File: config.mk
export PLATFORM = sky130hd
export DESIGN_NAME = bounce_scan_ctrl
export DESIGN_NICKNAME = d
export VERILOG_FILES = /design/src/rtl/bounce_scan_ctrl.sv
export SDC_FILE = /design/constraint.sdc
export NUM_CORES = 1
export LEC_CHECK = 0
export ABC_AREA = 1
export CORE_ASPECT_RATIO = 2
export CORE_MARGIN = 4
export CORE_UTILIZATION = 40
export CTS_CLUSTER_SIZE = 16
export DETAILED_ROUTE_END_ITERATION = 10
export GPL_TIMING_DRIVEN = 0
export PLACE_DENSITY = 0.65
export SETUP_SLACK_MARGIN = 0.1
export SKIP_CTS_REPAIR_TIMING = 1
export SYNTH_ARGS = -nofsm -noshare
export SYNTH_HDL_FRONTEND = slang
export SYNTH_SLANG_ARGS = --single-unit
File: constraint.sdc
create_clock -name ck -period 1.5 [get_ports ck]
set_input_delay 0.225 -clock ck [delete_from_list [all_inputs] [get_ports ck]]
set_output_delay 0.225 -clock ck [all_outputs]
set_load 0.03 [all_outputs]
File: src/rtl/bounce_scan_ctrl.sv
// bounce_scan_ctrl
//   Steps a position counter between POS_MIN and POS_MAX. Each position
//   takes two phase steps. In bounce mode the sweep reverses at each end.
//   In wrap mode it jumps back to the start of the same direction. A
//   prescaler sets the step rate. Hold and enable freeze the sequence.
//
// Ports
//   ck        : clock, rising edge
//   reset     : asynchronous, active-high reset
//   en        : run enable (0 also clears the prescaler)
//   hold      : freeze sequence and prescaler
//   mode      : 0 = bounce, 1 = wrap (sampled only at an end decision)
//   div       : step period minus one (0 = step every cycle)
//   phase     : phase code UP_A=1, UP_B=5, DN_A=4, DN_B=2
//               (this is the FSM state register itself)
//   pos       : current position
//   dir       : 0 = ascending, 1 = descending
//   end_pulse : one-cycle pulse after a turnaround or wrap edge
//
// Handshake: there is none. en/hold/mode/div are level controls sampled on
// every rising edge of ck. All outputs are registered.
module bounce_scan_ctrl #(
  parameter int POS_W   = 3,
  parameter int POS_MIN = 1,
  parameter int POS_MAX = 6,
  parameter int DIV_W   = 8
) (
  input  logic             ck,
  input  logic             reset,
  input  logic             en,
  input  logic             hold,
  input  logic             mode,
  input  logic [DIV_W-1:0] div,
  output logic [2:0]       phase,
  output logic [POS_W-1:0] pos,
  output logic             dir,
  output logic             end_pulse
);

  // The state encodings are the phase codes. The phase output is then the
  // state register with no decode in between.
  typedef enum logic [2:0] {
    UP_A = 3'd1,
    UP_B = 3'd5,
    DN_A = 3'd4,
    DN_B = 3'd2
  } state_t;

  localparam logic [POS_W-1:0] PMIN = POS_W'(POS_MIN);
  localparam logic [POS_W-1:0] PMAX = POS_W'(POS_MAX);

  state_t             state_q, state_d;
  logic [POS_W-1:0]   pos_q, pos_d;
  logic               dir_q, dir_d;
  logic               end_q, end_d;
  logic [DIV_W-1:0]   cnt_q, cnt_d;
  logic               tick;

  // The >= compare lets a div lowered mid-count fire on the next cycle.
  // An equality compare would instead run past the new value and overrun.
  assign tick = en & ~hold & (cnt_q >= div);

  always_comb begin
    cnt_d = cnt_q;
    if (!en)       cnt_d = '0;          // en=0 dominates hold
    else if (hold) cnt_d = cnt_q;
    else if (tick) cnt_d = '0;
    else           cnt_d = cnt_q + 1'b1;
  end

  always_comb begin
    state_d = state_q;
    pos_d   = pos_q;
    dir_d   = dir_q;
    end_d   = 1'b0;
    case (state_q)
      UP_A: if (tick) state_d = UP_B;
      UP_B: if (tick) begin
        if (pos_q != PMAX) begin
          pos_d   = pos_q + 1'b1;
          state_d = UP_A;
        end else if (!mode) begin
          state_d = DN_A;
          dir_d   = 1'b1;
          end_d   = 1'b1;
        end else begin
          pos_d   = PMIN;
          state_d = UP_A;
          end_d   = 1'b1;
        end
      end
      DN_A: if (tick) state_d = DN_B;
      DN_B: if (tick) begin
        if (pos_q != PMIN) begin
          pos_d   = pos_q - 1'b1;
          state_d = DN_A;
        end else if (!mode) begin
          state_d = UP_A;
          dir_d   = 1'b0;
          end_d   = 1'b1;
        end else begin
          pos_d   = PMAX;
          state_d = DN_A;
          end_d   = 1'b1;
        end
      end
      default: begin
        // An unused encoding returns to the reset point without waiting for tick.
        state_d = UP_A;
        pos_d   = PMIN;
        dir_d   = 1'b0;
      end
    endcase
  end

  always_ff @(posedge ck or posedge reset) begin
    if (reset) begin
      state_q <= UP_A;
      pos_q   <= PMIN;
      dir_q   <= 1'b0;
      end_q   <= 1'b0;
      cnt_q   <= '0;
    end else begin
      state_q <= state_d;
      pos_q   <= pos_d;
      dir_q   <= dir_d;
      end_q   <= end_d;
      cnt_q   <= cnt_d;
    end
  end

  assign phase     = state_q;
  assign pos       = pos_q;
  assign dir       = dir_q;
  assign end_pulse = end_q;

endmodule

==> metrics.txt <==
# TYPE chip_impl_metric gauge
chip_impl_metric{name="groute.usage.overall",unit="%"} 16.1
chip_impl_info{name="regToRegStartpoint",value="cnt_q[3]$_DFFE_PP0P_"} 1
chip_impl_metric{name="final.min_clock_period",unit="ns"} 1.69
chip_impl_info{name="slowest_cell_on_the_critical_path",value="sky130_fd_sc_hd__dfrtp_2"} 1
chip_impl_metric{name="vdd.ir_drop.worst",unit="mV"} 0.788
chip_impl_info{name="postSynth.topFlopCell",value="sky130_fd_sc_hd__dfrtp_1"} 1
chip_impl_metric{name="antennaDiodeCount",unit=""} 0
chip_impl_metric{name="drv_slew",unit=""} 0
chip_impl_info{name="clock_tree.root_cell",value="sky130_fd_sc_hd__clkbuf_8"} 1
chip_impl_metric{name="synth_area",unit="um^2"} 1240
chip_impl_metric{name="area_delta_synth_final",unit="%"} 53.1
chip_impl_metric{name="setup_viol_count_final",unit=""} 16
chip_impl_info{name="worst_min_delay_path_category",value="in2async"} 1
chip_impl_metric{name="route.detailed.vias_per_inst",unit=""} 5.42
chip_impl_metric{name="hpwlAfterDp",unit="mm"} 2.33
chip_impl_metric{name="cts.sink_count",unit=""} 16
chip_impl_metric{name="initial_utilization",unit="%"} 41.6
chip_impl_info{name="most_instantiated_library_cell_after_synthesis",value="sky130_fd_sc_hd__nand2_1"} 1
chip_impl_metric{name="met3_routing_resource_usage_after_global_routing",unit="%"} 2.49
chip_impl_info{name="synth_common_cells",value="sky130_fd_sc_hd__nand2_1, sky130_fd_sc_hd__inv_1, sky130_fd_sc_hd__dfrtp_1"} 1
chip_impl_metric{name="power.sequential.fraction",unit="%"} 30.9
chip_impl_metric{name="postRouteWirelength",unit="mm"} 3.41
chip_impl_info{name="regToRegEndpoint",value="pos[2]$_DFFE_PP0P_"} 1
chip_impl_info{name="status",value="finished, violations left"} 1
chip_impl_metric{name="grt_first_pass_wirelength",unit="mm"} 4.87
chip_impl_metric{name="worst-r2r-setup-slack",unit="ns"} -0.19
chip_impl_metric{name="register_area",unit="um^2"} 412
chip_impl_info{name="path_common_cell",value="sky130_fd_sc_hd__nand2_1"} 1
chip_impl_metric{name="post_drt_wl_per_cell",unit="um"} 15.1
chip_impl_metric{name="power_density",unit="nW/um^2"} 1090
chip_impl_info{name="synth.area.top_cells",value="sky130_fd_sc_hd__dfrtp_1, sky130_fd_sc_hd__ha_1, sky130_fd_sc_hd__nand2_1"} 1
chip_impl_metric{name="slew_limit_headroom",unit="%"} 58.5
chip_impl_metric{name="p_leak",unit="uW"} 0.00101
chip_impl_metric{name="synth_nets",unit=""} 183
chip_impl_metric{name="grt_use_met1",unit="%"} 15.6
chip_impl_metric{name="detail_route.drc_violations",unit=""} 0
chip_impl_info{name="setup.worst_path.class",value="reg2reg"} 1
chip_impl_metric{name="synth-warning-count",unit=""} 0
chip_impl_metric{name="slowest_delay",unit="ns"} 0.45
chip_impl_metric{name="intPower",unit="uW"} 1170
chip_impl_metric{name="gp_congestion",unit=""} 0.784
chip_impl_metric{name="first_pass_iters",unit=""} 4
chip_impl_metric{name="die_width",unit="um"} 47.4
chip_impl_info{name="violations",value="negative setup slack"} 1
chip_impl_metric{name="final_cells",unit=""} 226
chip_impl_metric{name="seq_area_frac_synth",unit="%"} 32.5
chip_impl_metric{name="timing.reg2reg.worst_path_depth",unit=""} 12
chip_impl_metric{name="power.net_switching",unit="uW"} 910
chip_impl_metric{name="timing.final.hold_violations",unit=""} 0
chip_impl_metric{name="multi_input_area",unit="um^2"} 938
chip_impl_metric{name="p_sw_share",unit="%"} 43.8
chip_impl_info{name="crit_path_end_kind",value="register"} 1
chip_impl_metric{name="first_global_vias",unit=""} 1191
chip_impl_info{name="tritoncts_clock_tree",value="built"} 1
chip_impl_metric{name="detailroute.via_count",unit=""} 1226
chip_impl_metric{name="maxClockFrequency",unit="GHz"} 0.590
chip_impl_metric{name="clock_latency",unit="ns"} 0.25
chip_impl_metric{name="clockBufferDepth",unit=""} 2
chip_impl_metric{name="core_area",unit="um^2"} 2980
chip_impl_metric{name="grt_start_max_net_pins",unit=""} 17
chip_impl_metric{name="synth.distinct_cells",unit=""} 31
chip_impl_metric{name="grt_use_met2",unit="%"} 29.1
chip_impl_metric{name="min_period_over_period",unit="%"} 113
chip_impl_metric{name="design.final.nets",unit=""} 223
chip_impl_info{name="crit_path_cell_trace",value="ha_4 > nand2_2 > inv_2 > nand2_1 > nand2_1 > nand2_2 > nand3_4 > nand2_4 > nand2_4 > nand3_4 > nand2_1 > nand2_1"} 1
chip_impl_metric{name="fp-row-count",unit=""} 28
chip_impl_metric{name="die-height",unit="um"} 86.7
chip_impl_metric{name="buffer_ports.inserted",unit=""} 20
chip_impl_metric{name="cap_violations",unit=""} 0
chip_impl_metric{name="place_inst",unit=""} 207
chip_impl_metric{name="synthArstFlopShare",unit="%"} 100
chip_impl_metric{name="cts-buffers-inserted",unit=""} 3
chip_impl_metric{name="syn-mean-instance-area",unit="um^2"} 7.89
chip_impl_info{name="netlist.top_cell.by_area",value="sky130_fd_sc_hd__dfrtp_1"} 1
chip_impl_metric{name="crit_required",unit="ns"} 1.65
chip_impl_metric{name="clk_pin_slew_worst_paths",unit="ns"} 0.06
chip_impl_metric{name="critPathMaxFanout",unit=""} 6
chip_impl_metric{name="share_comb_of_total_power",unit="%"} 50.7
chip_impl_info{name="worstSetupStartpointType",value="register"} 1
chip_impl_metric{name="antenna_found_initial",unit=""} 0
chip_impl_metric{name="num_io_pins",unit=""} 21
chip_impl_metric{name="ys_seq_elements",unit=""} 16
chip_impl_metric{name="die_area",unit="um^2"} 4110
chip_impl_metric{name="level_count_of_the_clock_h_tree",unit=""} 1
chip_impl_metric{name="crit_arrival",unit="ns"} 1.84
chip_impl_metric{name="detailedRoute.firstIterationViolations",unit=""} 17
chip_impl_metric{name="synth_enable_flop_cells",unit=""} 0
chip_impl_metric{name="fillerInstances",unit=""} 230
chip_impl_metric{name="power_frac_clock",unit="%"} 18.4
chip_impl_metric{name="post_route_worst_setup_slack",unit="ns"} -0.195
chip_impl_metric{name="final.setup_skew",unit="ns"} 0.00227
chip_impl_metric{name="grt-ovfl-total",unit=""} 0
chip_impl_metric{name="number_of_instances_in_the_synthesized_netlist",unit=""} 157
chip_impl_info{name="rsz0062_at_grt",value="true"} 1
chip_impl_metric{name="final.setup.tns",unit="ns"} -2.08
chip_impl_metric{name="area_fraction_of_the_dominant_cell_type_after_synthesis",unit="%"} 28.3
chip_impl_metric{name="ant_nets",unit=""} 0
chip_impl_metric{name="final_layout_size_suffix_gt1_share",unit="%"} 41.8
chip_impl_info{name="globalRoute.busiestLayer",value="met2"} 1
chip_impl_metric{name="tightestPinTransition",unit="ns"} 0.622
power by group through the flow:
stage          clock network (uW)  logic (uW)  registers (uW)
2_1_floorplan                   0         558             741
3_3_place_gp                    0         923             637
3_5_place_dp                    0         952             642
4_1_cts                       391         958             635
5_1_grt                       409        1150             659
6_report                      383        1050             642
kinds of logic after synthesis:
| family | after synthesis | synth area share (%) |
|---|---|---|
| AO/OA/AOI/OAI | 28 | 13.0 |
| XOR/XNOR | 7 | 4.95 |
| adder cells (fa/ha/maj) | 13 | 13.1 |
| buffers and inverters | 28 | 9.29 |
| flip-flops | 16 | 32.5 |
| AND/OR/NAND/NOR | 65 | 27.1 |
per-stage QoR:
stage / worst slack [ns] / power, uW / cell area, um^2 / util [%] / hold slack [ns]
after floorplan: -0.0722 / 1300 / 1280 / - / 0.137
after global placement: -0.552 / 1560 / 1520 / 51.0 / 0.475
after detailed placement: -0.617 / 1590 / 1520 / 51.0 / 0.475
after CTS: -0.356 / 1980 / 1570 / 52.8 / 0.373
after global routing: -0.298 / 2210 / 1900 / 63.7 / 0.400
final: -0.195 / 2080 / 1900 / 63.7 / 0.345
cell usage in the layout (no fill, tap or decap), types with 2 or more instances in the layout:
cell                              netlist  routed
sky130_fd_sc_hd__nor2_1                 7       6
sky130_fd_sc_hd__inv_2                  3      12
sky130_fd_sc_hd__dfrtp_1               14       7
sky130_fd_sc_hd__nand2_1               35      30
sky130_fd_sc_hd__nor2_4                 2       3
sky130_fd_sc_hd__ha_4                   0       9
sky130_fd_sc_hd__clkbuf_8               0       4
sky130_fd_sc_hd__o21ai_0               11       5
sky130_fd_sc_hd__nand3_4                1       3
sky130_fd_sc_hd__nand4_1                6       6
sky130_fd_sc_hd__dfstp_2                2       2
sky130_fd_sc_hd__o21ai_2                0       5
sky130_fd_sc_hd__xor2_1                 5       5
sky130_fd_sc_hd__buf_6                  1       2
sky130_fd_sc_hd__o21ai_1                2       3
sky130_fd_sc_hd__inv_1                 23      14
sky130_fd_sc_hd__xnor2_1                2       2
sky130_fd_sc_hd__nand2_2                3       6
sky130_fd_sc_hd__nand3_1                4       4
sky130_fd_sc_hd__buf_4                  0      13
sky130_fd_sc_hd__a21oi_2                2       4
sky130_fd_sc_hd__dlymetal6s2s_1         0      14
sky130_fd_sc_hd__dfrtp_2                0       7
sky130_fd_sc_hd__nor2_2                 2       2
sky130_fd_sc_hd__clkdlybuf4s50_1        0       5
sky130_fd_sc_hd__o22ai_1                2       2
sky130_fd_sc_hd__a21oi_1                6       4
sky130_fd_sc_hd__ha_1                  13       4
sky130_fd_sc_hd__nand2_4                1       4
routing by layer:
layer | share of wire (%) | up-vias
met2 | 60 | 32
met4 | 3.4 | 0
li1 | - | 592
met3 | 3.7 | 13
met5 | 0 | -
met1 | 33 | 589
critical path, delay by kind of cell, from the launching register on:
family / cells / cell delay, ns
adders and majority gates: 1 / 0.28
DFF: 1 / 0.45
buffers and inverters: 1 / 0.07
and+or+nand+nor: 10 / 0.80
flip-flops by register name (all words and copies together), names as in the netlist:
| register | count |
|---|---|
| cnt_q | 8 |
| phase | 3 |
| pos | 3 |
| dir | 1 |
| end_pulse | 1 |
cell type report:
cell class,count,area share (%)
tap,30,1.98
timing repair buffer,34,17.9
inverter,27,5.47
clock buffer,4,2.90
buffer,1,0.594
sequential,16,21.7
multi-input combinational,114,49.5
worst max path at each step:
stage,from,end,slack [ns]
after floorplan,pos[0]$_DFFE_PP1P_,dir$_DFFE_PP0P_,-0.07
after global placement,div[7],pos[1]$_DFFE_PP0P_,-0.55
after detailed placement,div[7],pos[2]$_DFFE_PP0P_,-0.62
after CTS,div[7],pos[2]$_DFFE_PP0P_,-0.36
after global routing,cnt_q[6]$_DFFE_PP0P_,phase[0]$_DFFE_PP1P_,-0.30
final,cnt_q[3]$_DFFE_PP0P_,pos[2]$_DFFE_PP0P_,-0.19
No activity file was read; power rests on OpenSTA's default activity.
